<file path="config.mk">
export PLATFORM = sky130hd
export DESIGN_NAME = shadowmask_loader
export DESIGN_NICKNAME = d
export VERILOG_FILES = /design/src/rtl/shadowmask_loader.sv
export SDC_FILE = /design/constraint.sdc
export NUM_CORES = 1
export LEC_CHECK = 0
export ABC_AREA = 1
export CAP_MARGIN = 20
export CORE_ASPECT_RATIO = 0.7
export CORE_MARGIN = 5
export CORE_UTILIZATION = 49
export CTS_CLUSTER_DIAMETER = 30
export DETAILED_ROUTE_END_ITERATION = 12
export MAX_ROUTING_LAYER = met4
export PLACE_DENSITY = 0.71
export SETUP_SLACK_MARGIN = 0.4
export SYNTH_ARGS = -nofsm -noshare
export SYNTH_HDL_FRONTEND = slang
export SYNTH_SLANG_ARGS = --single-unit
</file>
<file path="constraint.sdc">
create_clock -name clk_sys -period 2.7 [get_ports clk_sys]
set_input_delay 0.54 -clock clk_sys [delete_from_list [all_inputs] [get_ports clk_sys]]
set_output_delay 0.54 -clock clk_sys [all_outputs]
set_load 0.05 [all_outputs]
</file>
<file path="src/rtl/shadowmask_loader.sv">
// Streams a built-in shadow-mask preset (index reset, vmax, hmax, LUT entries)
// into the shadow mask stage's config write port, with optional spacing between writes.
module shadowmask_loader #(
   parameter int WR_GAP    = 0,
   parameter bit AUTO_LOAD = 1'b1
) (
   input  logic        clk_sys,
   input  logic        reset,
   input  logic [1:0]  preset_sel,
   input  logic        load_req,
   output logic        busy,
   output logic        done,
   output logic        mask_wr,
   output logic [15:0] mask_data
);

   localparam int GW = (WR_GAP > 1) ? $clog2(WR_GAP) : 1;

   typedef enum logic [2:0] {
      S_IDLE, S_IDX, S_VMAX, S_HMAX, S_LUT, S_GAP, S_DONE
   } state_t;

   state_t          state_reg, state_next;
   state_t          ret_reg, ret_next;
   logic [GW-1:0]   gap_reg, gap_next;
   logic [7:0]      idx_reg, idx_next;
   logic [1:0]      sel_reg, sel_next;
   logic            pending_reg, pending_next;
   logic            auto_reg;
   logic [15:0]     hold_reg;

   logic [3:0]      vmax, hmax;
   logic [10:0]     lut;
   logic [8:0]      vp1, hp1;
   logic [17:0]     prod;
   logic [7:0]      last_idx;
   logic            in_write;
   logic            is_busy;
   logic            req;
   state_t          follow;
   logic [15:0]     cur_word;

   // Preset ROM, addressed by the latched preset and the LUT index counter
   always_comb begin
      vmax = 4'd0;
      hmax = 4'd0;
      lut  = 11'h000;
      case (sel_reg)
         2'd0: begin
            vmax = 4'd1;
            hmax = 4'd1;
            case (idx_reg[1:0])
               2'd0:    lut = 11'h70F;
               2'd1:    lut = 11'h00C;
               2'd2:    lut = 11'h00C;
               default: lut = 11'h70F;
            endcase
         end
         2'd1: begin
            vmax = 4'd0;
            hmax = 4'd2;
            case (idx_reg[1:0])
               2'd0:    lut = 11'h408;
               2'd1:    lut = 11'h208;
               default: lut = 11'h108;
            endcase
         end
         2'd2: begin
            vmax = 4'd1;
            hmax = 4'd1;
            case (idx_reg[1:0])
               2'd0:    lut = 11'h700;
               2'd1:    lut = 11'h00C;
               2'd2:    lut = 11'h00C;
               default: lut = 11'h700;
            endcase
         end
         default: begin
            vmax = 4'd0;
            hmax = 4'd0;
            lut  = 11'h700;
         end
      endcase
   end

   assign vp1      = {5'd0, vmax} + 9'd1;
   assign hp1      = {5'd0, hmax} + 9'd1;
   assign prod     = {9'd0, vp1} * {9'd0, hp1};
   assign last_idx = 8'(prod - 18'd1);

   assign in_write = (state_reg == S_IDX) || (state_reg == S_VMAX) ||
                     (state_reg == S_HMAX) || (state_reg == S_LUT);
   assign is_busy  = (state_reg != S_IDLE) && (state_reg != S_DONE);
   assign req      = load_req | auto_reg;

   always_ff @(posedge clk_sys) begin
      if (reset) begin
         state_reg   <= S_IDLE;
         ret_reg     <= S_IDLE;
         gap_reg     <= '0;
         idx_reg     <= 8'd0;
         sel_reg     <= 2'd0;
         pending_reg <= 1'b0;
         auto_reg    <= AUTO_LOAD;
         hold_reg    <= 16'h0000;
      end else begin
         state_reg   <= state_next;
         ret_reg     <= ret_next;
         gap_reg     <= gap_next;
         idx_reg     <= idx_next;
         sel_reg     <= sel_next;
         pending_reg <= pending_next;
         auto_reg    <= 1'b0;
         if (in_write)
            hold_reg <= cur_word;
      end
   end

   always_comb begin
      state_next   = state_reg;
      ret_next     = ret_reg;
      gap_next     = gap_reg;
      idx_next     = idx_reg;
      sel_next     = sel_reg;
      pending_next = pending_reg;
      follow       = S_IDLE;
      case (state_reg)
         S_IDLE: begin
            if (req) begin
               state_next = S_IDX;
               sel_next   = preset_sel;
            end
         end
         S_IDX:  follow = S_VMAX;
         S_VMAX: follow = S_HMAX;
         S_HMAX: begin
            follow   = S_LUT;
            idx_next = 8'd0;
         end
         S_LUT: begin
            follow   = (idx_reg == last_idx) ? S_DONE : S_LUT;
            idx_next = idx_reg + 8'd1;
         end
         S_GAP: begin
            if (gap_reg == '0)
               state_next = ret_reg;
            else
               gap_next = gap_reg - 1'b1;
         end
         S_DONE: begin
            // A queued request restarts immediately, skipping the IDLE dwell
            if (pending_reg) begin
               state_next   = S_IDX;
               sel_next     = preset_sel;
               pending_next = 1'b0;
            end else begin
               state_next = S_IDLE;
            end
         end
         default: state_next = S_IDLE;
      endcase
      if (in_write) begin
         ret_next   = follow;
         gap_next   = GW'((WR_GAP > 0) ? WR_GAP - 1 : 0);
         state_next = (WR_GAP == 0) ? follow : S_GAP;
      end
      if (is_busy && load_req)
         pending_next = 1'b1;
   end

   always_comb begin
      case (state_reg)
         S_IDX:   cur_word = 16'h0000;
         S_VMAX:  cur_word = {12'h200, vmax};
         S_HMAX:  cur_word = {12'h400, hmax};
         S_LUT:   cur_word = {5'b01100, lut};
         default: cur_word = hold_reg;
      endcase
      busy      = is_busy;
      done      = (state_reg == S_DONE);
      mask_wr   = in_write;
      mask_data = cur_word;
   end

endmodule

</file>
==> run_results.csv <==
group,metric,value,unit
global_routing,grt_pass1_vias,1240,
critical_path,cp_max_fo,8,
timing,fin_crit_sh,80.9,%
critical_path,max_stage_delay,380,ps
synthesis,netlist_instances,222,
min_path,hp-class,"register to register",
clock_network,cts-buffers-inserted,5,
clock_network,ctsRootBufferMaster,"clkbuf_8",
finish,area_delta_synth_final,23.6,%
timing,timing.fmax,0.458,GHz
placement,dp_cells,279,
clock_network,cts_tree,"yes",
detailed_routing,avgViaCountPerCell,4.96,
clock_network,postCtsSetupBuffers,0,
finish,antenna_cells,0,
detailed_routing,routedWlPerCell,12.2,um
timing,final-max-slew-violation-count,0,
critical_path,slowest_stage,"dfxtp_4",
critical_path,required,2160,ps
synthesis,synth.distinct_cells,27,
synthesis,syn-num-nets,231,
timing,worst_slew_margin_rel,67.6,%
detailed_routing,drtPass1Iterations,4,
timing,fin_tns_setup,0,ps
critical_path,cp_cell_sequence,"inv_1 > ha_4 > nor3_4 > nand2_4 > nand3_2 > o21ai_2 > inv_2 > buf_12",
flow_run,maxCapViolCount,0,
synthesis,synth_top_area_share,42.1,%
placement,dp.final_hpwl,2450,um
detailed_routing,dr_total_vias,1418,
timing,finalSetupViolCount,0,
floorplan,die_y,58.1,um
finish,drive_above_1_share,22.2,%
finish,nets,257,
floorplan,num_rows,17,
timing,fin_crit,2190,ps
detailed_routing,drcViolationCount,0,
global_routing,grt_overflow,0,
clock_network,clk_latency,290,ps
global_routing,grt_pass1_wl,5660,um
critical_path,end_kind,"primary output",
clock_network,clockBufferDepth,2,
timing,final-hold-violation-count,0,
synthesis,postSynth.asyncResetShare,0,%
timing,tightestPinTransition,488,ps
floorplan,die_w,78.7,um
synthesis,synth_seq_cells,34,
timing,rsz0062_at_grt,"no",
synthesis,synth_area_leaders,"dfxtp_1 (42%), nand2_1 (12%), nor2_1 (6.0%), a21oi_1 (5.3%), inv_1 (5.1%)",
critical_path,arrival,1650,ps
global_routing,antenna_found_initial,0,
detailed_routing,routed_wl,3480,um
global_routing,grt_max_degree,24,
placement,portBuffers,23,
synthesis,synth_top_flop_cell,"dfxtp_1",
clock_network,clk_pin_slew,60,ps
synthesis,ys_seq_area_share,42.1,%
detailed_routing,drt-initial-drc-count,87,
synthesis,synth.avg_cell_area,7.29,sq um
critical_path,cp-start-kind,"register",
detailed_routing,drtAntennaViolNets,0,
timing,fin_skew,7.96,ps
synthesis,synth_edf_count,0,
floorplan,io_pins,24,
timing,hold_ws,446,ps
power_and_ir_drop,power_density,611,mW/mm^2
finish,largest_reg_flops,16,
synthesis,yosys.area.top_type,"dfxtp_1",
clock_network,cts_max_level,2,
power_and_ir_drop,vdd_drop_max,0.000322,V
floorplan,core-area,0.00317,sq mm
finish,layout.cells.non_filler,286,
synthesis,netlist_area,0.00162,sq mm
clock_network,cts-hold-fix-buffers,0,
outcome,status,"finished clean",
critical_path,path_class,"register to primary output",
clock_network,cts_sinks,34,
global_routing,grt_usage,16.7,%
floorplan,die_area,0.00457,sq mm
placement,gp_congestion,0.812,
synthesis,yosysWarnings,0,
floorplan,initial_core_util,51.0,%
power_and_ir_drop,leakagePower,0.854,nW
## area by class of cell
cell class / count / area [sq um]
repair buffers: 24 / 256
inverters: 27 / 109
fillers: 294 / 1170
multi-input cells: 156 / 823
well taps: 38 / 47.5
clock buffers: 7 / 76.3
flip-flops and latches: 34 / 687
## per-stage QoR
stage               area [sq um]  setup slack, ps  power, W  utilization [%]
floorplan                   1620              590  0.000787                -
global placement            1900              409  0.000877             59.9
detailed placement          1900              320  0.000878             59.9
CTS                         1990              284   0.00122             62.9
global route                2000              416   0.00129             63.1
finish                      2000              515   0.00122             63.1
## synthesized netlist by cell type, types with 3 or more instances
master	n
nand3_1	10
nand2_2	9
a21oi_1	17
buf_6	3
nand2_1	51
inv_1	22
nor2_1	26
o21ai_0	9
dfxtp_1	34
inv_2	4
nor3_1	10
ha_1	4
## critical path: cells and delay by family (launching register included)
family | cells | cell delay [ps]
buffers and inverters | 3 | 290
AO/OA/AOI/OAI | 1 | 70
flip-flops | 1 | 380
AND/OR/NAND/NOR | 3 | 360
adder cells (fa/ha/maj) | 1 | 270
## cell families (layout without fill, tap and decap cells)
group	after synthesis	count (layout)	share of synthesized area, %
compound gates	33	33	11.4
fa+ha+maj	4	4	3.09
buf+inv	32	58	9.28
flops	34	34	42.1
simple gates	119	119	34.2
## power breakdown
part	switching [W]	internal, W
clock	0.000175	0.000177
combinational	0.000214	0.000104
sequential	0.0000248	0.000527
## per-layer routing
metal	GRT usage, %	up-vias	part of all wire, %
li1	-	760	-
met1	22.0	625	53
met2	23.2	26	41
met3	5.43	7	4.0
met4	7.48	0	1.9
met5	-	-	0
## cells in the final DEF (no fill, tap or decap)
cell type / netlist / final
dlygate4sd2_1: 0 / 2
dfxtp_1: 34 / 31
clkdlybuf4s50_1: 0 / 4
clkdlybuf4s15_2: 0 / 3
clkbuf_1: 2 / 2
nor2_1: 26 / 26
inv_2: 4 / 5
nand3_1: 10 / 10
a21oi_2: 2 / 3
ha_4: 0 / 1
dfxtp_2: 0 / 2
nor3_4: 0 / 1
buf_2: 0 / 1
nor3_1: 10 / 9
a31oi_1: 2 / 2
nor2_2: 2 / 2
nand2_1: 51 / 51
clkbuf_8: 0 / 5
dfxtp_4: 0 / 1
and2_1: 1 / 1
buf_4: 0 / 6
a21oi_1: 17 / 16
inv_8: 1 / 1
nand3_2: 1 / 1
nor2_4: 1 / 1
nor3_2: 2 / 2
or2_1: 1 / 1
buf_12: 0 / 5
o211ai_1: 2 / 2
nand2_4: 2 / 1
nand2_8: 0 / 1
and3_1: 1 / 1
nand2_2: 9 / 9
o21ai_2: 1 / 1
nand4_1: 2 / 2
ha_1: 4 / 3
inv_1: 22 / 21
clkbuf_2: 0 / 3
o21ai_0: 9 / 9
## timing repair
action | in CTS | in global routing
endpoints found under the setup margin | 15 | 15
pin swaps | 1 | 1
gates resized for setup | 20 | 15
## path summary, 6_finish.rpt
check | start | end | slack [ps] | cells past startpoint
worst min register to register | hold_reg[5] | hold_reg[5] | 450 | 2
worst max register to register | state_reg[1] | idx_reg[5] | 1330 | 8
worst min-delay path | hold_reg[5] | hold_reg[5] | 450 | 2
worst max-delay path | idx_reg[0] | mask_data[0] | 510 | 8
(Power assumes the default switching activity.)
